## src/rtl/serial_scan_ctrl.sv

```systemverilog
// Serial scan controller: serializes a captured word MSB first and counts
// occurrences of a PAT_W-bit pattern in the bit stream, with selectable
// overlapping or non-overlapping detection.
module serial_scan_ctrl #(
    parameter int WORD_W = 8,
    parameter int PAT_W  = 4,
    parameter int CNT_W  = 4
) (
    input  logic              clk,
    input  logic              rst,
    input  logic              start,
    input  logic [WORD_W-1:0] din,
    input  logic [PAT_W-1:0]  pat,
    input  logic              overlap,
    output logic              busy,
    output logic              done,
    output logic              sbit,
    output logic              z,
    output logic [CNT_W-1:0]  match_cnt
);

    localparam int IDX_W = (WORD_W > 1) ? $clog2(WORD_W) : 1;
    localparam int VC_W  = $clog2(PAT_W + 1);

    typedef enum logic [1:0] {IDLE, SHIFT, DONE} state_t;

    state_t             state, state_nxt;
    logic [WORD_W-1:0]  sreg;
    logic [PAT_W-1:0]   pat_q;
    logic               ovl_q;
    logic [PAT_W-1:0]   win, win_nxt;
    logic [VC_W-1:0]    vcnt, vcnt_nxt;
    logic [IDX_W-1:0]   idx;
    logic               hit;

    // State register; reset returns to IDLE, aborting any word in flight.
    always_ff @(posedge clk) begin
        if (!rst) state <= IDLE;
        else      state <= state_nxt;
    end

    // Next-state and Moore outputs; sbit is the MSB of the shifting copy.
    always_comb begin
        state_nxt = state;
        busy      = 1'b0;
        done      = 1'b0;
        sbit      = 1'b0;
        case (state)
            IDLE: begin
                if (start) state_nxt = SHIFT;
            end
            SHIFT: begin
                busy = 1'b1;
                sbit = sreg[WORD_W-1];
                if (idx == IDX_W'(WORD_W - 1)) state_nxt = DONE;
            end
            DONE: begin
                busy      = 1'b1;
                done      = 1'b1;
                state_nxt = IDLE;
            end
            default: state_nxt = IDLE;
        endcase
    end

    // Incoming window and saturating valid count; a hit needs a full window.
    always_comb begin
        win_nxt  = PAT_W'({win, sbit});
        vcnt_nxt = (vcnt == VC_W'(PAT_W)) ? vcnt : vcnt + VC_W'(1);
        hit      = (state == SHIFT) && (win_nxt == pat_q) && (vcnt_nxt == VC_W'(PAT_W));
    end

    // Datapath: capture on accepted start, shift/detect in SHIFT, drop z after.
    always_ff @(posedge clk) begin
        if (!rst) begin
            sreg      <= '0;
            pat_q     <= '0;
            ovl_q     <= 1'b0;
            win       <= '0;
            vcnt      <= '0;
            idx       <= '0;
            z         <= 1'b0;
            match_cnt <= '0;
        end else begin
            case (state)
                IDLE: begin
                    if (start) begin
                        sreg      <= din;
                        pat_q     <= pat;
                        ovl_q     <= overlap;
                        win       <= '0;
                        vcnt      <= '0;
                        idx       <= '0;
                        z         <= 1'b0;
                        match_cnt <= '0;
                    end
                end
                SHIFT: begin
                    sreg <= sreg << 1;
                    win  <= win_nxt;
                    idx  <= idx + IDX_W'(1);
                    if (hit) begin
                        z    <= 1'b1;
                        // Non-overlapping mode forces PAT_W fresh bits before the next hit.
                        vcnt <= ovl_q ? vcnt_nxt : '0;
                        if (match_cnt != '1) match_cnt <= match_cnt + CNT_W'(1);
                    end else begin
                        z    <= 1'b0;
                        vcnt <= vcnt_nxt;
                    end
                end
                DONE: begin
                    z <= 1'b0;
                end
                default: begin
                    z <= 1'b0;
                end
            endcase
        end
    end

endmodule

```

## config.mk

```make
export PLATFORM = sky130hd
export DESIGN_NAME = serial_scan_ctrl
export DESIGN_NICKNAME = d
export VERILOG_FILES = /design/src/rtl/serial_scan_ctrl.sv
export SDC_FILE = /design/constraint.sdc
export NUM_CORES = 1
export LEC_CHECK = 0
export CORE_UTILIZATION = 50
export DETAILED_ROUTE_END_ITERATION = 10
export GPL_TIMING_DRIVEN = 1
export HOLD_SLACK_MARGIN = 0.03
export MAX_ROUTING_LAYER = met4
export PLACE_DENSITY = 0.74
export SKIP_LAST_GASP = 1
export SYNTH_ARGS = -nofsm -noshare
export SYNTH_HDL_FRONTEND = slang
export SYNTH_SLANG_ARGS = --single-unit
```

## constraint.sdc

```tcl
create_clock -name clk -period 3.3 [get_ports clk]
set_input_delay 0.66 -clock clk [delete_from_list [all_inputs] [get_ports clk]]
set_output_delay 0.66 -clock clk [all_outputs]
set_load 0.05 [all_outputs]
```

=== Word level (Yosys, flattened, before mapping) ===
Cells that the tools add are included.

* Add/sub/neg operators: 3
* Reduce and logical (&&, ||, !) cells: 9
* Equality and inequality tests: 11
* Muxes and demuxes: 22

{| class="wikitable"
|+ Operator list
! operator !! number
|-
| $pmux 3 s2 || 3
|-
| $pmux 8 s2 || 1
|-
| $mux 3 || 4
|-
| $mux 4 || 3
|-
| $eq 3x3->1 const B || 3
|-
| $mux 8 || 1
|-
| $pmux 4 s2 || 1
|-
| $add 3x1->3 const B || 2
|-
| $ne 2x2->1 const B || 3
|-
| $reduce_and 2->1 || 3
|-
| $mux 1 || 5
|-
| $add 4x1->4 const B || 1
|-
| $eq 4x4->1 || 1
|-
| $mux 2 || 2
|-
| $ne 4x4->1 const B || 1
|-
| $pmux 2 s2 || 1
|-
| $reduce_and 4->1 || 1
|-
| $eq 2x1->1 const B || 1
|-
| $eq 2x2->1 const B || 1
|-
| $logic_and 1x1->1 || 2
|-
| $logic_not 2->1 || 1
|-
| $ne 2x1->1 const B || 1
|-
| $pmux 1 s2 || 1
|-
| $reduce_bool 2->1 || 1
|-
| $reduce_or 2->1 || 1
|}

* Output and inout bits: 8
* Register bits after elaboration: 29

=== Logic depth before layout (Yosys ltp) ===
* Depth in word-level cells: 7
* Gate-level depth with buffers: 8
* Depth with buffers taken out: 7

=== Worst setup path before layout ===
Ideal clock, no wire load.

* Path type: reg-to-output
* Start point: register state[1]
* End point: output port sbit
* Arrival: 1089 ps
* Cell stages (with the launch flop): 5
* Path slack: 1551 ps
* Cell sequence: dfxtp_1 > inv_1 > ha_1 > buf_4 > and2_1

* Cells in the longest elaborated chain, start to end: 2

{| class="wikitable"
|+ RTL lines
! what !! RTL line !! source
|-
| start, declared || 27 || <nowiki>state_t state, state_nxt;</nowiki>
|-
| start signal, assigned || 39 || <nowiki>else state <= state_nxt;</nowiki>
|-
| $eq 2x1->1 || 48 || <nowiki>case (state)</nowiki>
|-
| $mux 1 || 48 ||
|-
| end, declared || 17 || <nowiki>output logic sbit,</nowiki>
|}

No other way between the ends.

=== Worst setup path in the final report ===
Same ends and word-level chain as after synthesis.

==> results.py <==
metrics = {
    "yosys": {
        "syn_nets": 217,
        "yosysSeqAreaShare_pct": 34.1,
        "ys.flop_type": "dfxtp_1",
        "synth_top_family_by_area": "compound AO/OA/AOI/OAI gates",
        "synth_edf_count": 0,
        "synth_cell_types": 47,
        "synth_top_cell_area_share_pct": 34.1,
        "synthTopCellsByArea": "dfxtp_1 34%, ha_1 6.6%, mux2i_1 6.5%",
        "yosys_warnings": 0,
        "synth_area_um2": 1700,
        "synth-xor-area-share_pct": 3.09,
        "synth_fa_ha_area_share_pct": 6.61,
        "synthMuxAreaShare_pct": 6.47,
        "synth_compound_area_share_pct": 24.3,
        "synthCells": 192,
        "yosys.area_share.simple_pct": 18.6,
        "synth_area_leader_cell": "dfxtp_1",
        "ys_seq_elements": 29,
        "synth.avg_cell_area_um2": 8.87,
        "async_flop_share_pct": 0,
    },
    "layout": {
        "post_route_cells_drive_above_1_share_pct": 8.02,
        "area_growth_pct": 18.4,
        "diodes": 0,
        "stdcell_area_um2": 2020,
        "fin_nets": 236,
        "final_common_cell": "dfxtp_1",
        "layout_common_cells": "29 x dfxtp_1, 23 x clkdlybuf4s50_1, 18 x nand2_1",
    },
    "power_and_ir_drop": {
        "finalPower_uw": 946,
        "power.density_nw_per_um2": 469,
        "vdd_drop_max_mv": 0.353,
        "power_leakage_uw": 0.000796,
    },
    "timing": {
        "min_period_ns": 2.55,
        "drv_slew": 0,
        "final_hold_viol_count": 0,
        "fin_setup_tns_ns": 0,
        "finalClockSkew_ns": 0.00735,
        "setup_violations": 0,
        "relSlewSlack_pct": 43.9,
        "worstMarginPinSlew_ns": 0.838,
        "worst_hold_slack_ns": 0.479,
        "period_share_pct": 77.2,
        "clock.fmax_mhz": 393,
        "setup_slack_ns": 0.752,
        "rsz0062_at_grt": "no",
    },
    "cts": {
        "clk_pin_slew_ns": 0.10,
        "postCtsSetupBuffers": 0,
        "holdBufCountCts": 0,
        "cts_max_level": 2,
        "numCtsBuffers": 5,
        "cts_resized": 0,
        "insertion_delay_ns": 0.33,
        "clock_tree.buffer_depth": 2,
        "cts.sinks": 29,
        "cts_tree": "done",
        "cts_root_buf": "clkbuf_4",
    },
    "worst_setup_path": {
        "r2r_slack_ns": 0.82,
        "crit_path_start": "state[1]",
        "crit_end": "sbit",
        "critPathRequiredTime_ns": 2.64,
        "path_cells": "inv_1 -> ha_1 -> and2_1 -> clkdlybuf4s50_1",
        "slowest_delay_ns": 0.80,
        "critPathMaxFanout": 3,
        "rr_startpoint": "state[1]",
        "slowest_stage": "clkdlybuf4s50_1",
        "rr_endpoint": "vcnt[0]",
        "setup.worst_path.start_class": "register",
        "critical_path_class": "reg2out",
        "crit_arrival_ns": 1.89,
        "cp-end-kind": "primary output",
        "reg2regPathDepth": 6,
    },
    "floorplanning": {
        "dieArea_um2": 3640,
        "initial_core_util_pct": 54.0,
        "core-area_um2": 3150,
        "dieHeight_um": 60.4,
        "die_w_um": 60.4,
        "rows": 20,
        "io_pins": 24,
    },
    "routing": {
        "viasPerCell": 5.58,
        "drc": 0,
        "drt_first_pass_iters": 4,
        "drtAntennaViolNets": 0,
        "wl_mm": 3.44,
        "vias": 1429,
        "drtIter0Drc": 79,
        "wl_per_cell_um": 13.4,
    },
    "status": {
        "status": "completed",
    },
    "global_route": {
        "grt_pass1_vias": 1348,
        "grt_pass1_wl_mm": 5.81,
        "grt_overflow_total": 0,
        "grt_max_degree": 28,
        "antenna_found_initial": 0,
        "grtUsageTotal_pct": 22.2,
    },
    "place": {
        "io_buffers": 23,
        "dp_hpwl_mm": 2.46,
        "dpl-instance-area_um2": 1930,
        "place_ws_ns": 0.702,
        "gp_congestion": 0.846,
    },
    "hold_path": {
        "hold_path_class": "reg2reg",
        "holdPathStages": 2,
    },
    "job": {
        "max-cap-violations": 0,
    },
}
==> stage by stage <==
step	cells	util, %
2_1_floorplan	192	-
3_3_place_gp	248	61.2
3_5_place_dp	248	61.2
4_1_cts	256	64.0
5_1_grt	256	64.0
6_report	256	64.0
==> where the power goes <==
part	total, µW	switching [µW]	internal, µW
Sequential	403	21.9	381
Clock	309	129	180
Combinational	234	137	97.0
Total	946	288	658
==> critical path: cells and delay by family (launching register included) <==
| kind | cells | cell delay (ns) |
|---|---|---|
| buffers and inverters | 2 | 0.90 |
| adder cells (fa/ha/maj) | 1 | 0.18 |
| flip-flops | 1 | 0.34 |
| AND/OR/NAND/NOR | 1 | 0.15 |
==> state kept, by name (all words and copies together), names as in the netlist <==
register / count
idx: 3
match_cnt: 4
ovl_q: 1
pat_q: 4
sreg: 8
state: 2
vcnt: 3
win: 3
z: 1
==> how the worst min path moves through the flow <==
stage | from | endpoint | slack [ns]
floorplan | ovl_q | ovl_q | 0.45
global placement | z | z | 0.45
detailed placement | z | z | 0.47
CTS | z | z | 0.48
global route | z | z | 0.50
finish | z | z | 0.48
==> synth_stat cells (all sizes together) (6+ instances only) <==
| cell | n |
|---|---|
| mux2i | 11 |
| ha | 9 |
| a21boi | 8 |
| nand3 | 9 |
| o211a | 7 |
| dfxtp | 29 |
| buf | 10 |
| inv | 9 |
| o21ai | 14 |
| nor2 | 10 |
| nand2 | 18 |
| and2 | 6 |
==> per-layer routing <==
| layer | wire, µm | vias up | share of wire, % | GRT usage (%) |
|---|---|---|---|---|
| met5 | 0 | - | 0 | - |
| met4 | 89 | 0 | 2.6 | 12.0 |
| met2 | 1690 | 31 | 49 | 36.4 |
| li1 | - | 730 | - | - |
| met3 | 120 | 11 | 3.5 | 4.48 |
| met1 | 1540 | 657 | 45 | 25.4 |
==> final cells by class <==
cell class,instances,area [µm²]
fill,281,1140
multi-input combinational,140,1010
sequential,29,581
timing repair buffer,26,253
tap,44,55.1
clock buffer,6,51.3
clock inverter,2,37.5
inverter,9,33.8
==> cell families (layout without fill, tap and decap cells) <==
family	count (synthesis)	in the layout
muxes	11	11
buffers and inverters	23	43
AOI/OAI and AO/OA	54	54
and+or+nand+nor	60	60
xor gates and xnor gates	6	6
adders and majority gates	9	9
DFF	29	29
No activity file was read; power rests on OpenSTA's default activity.
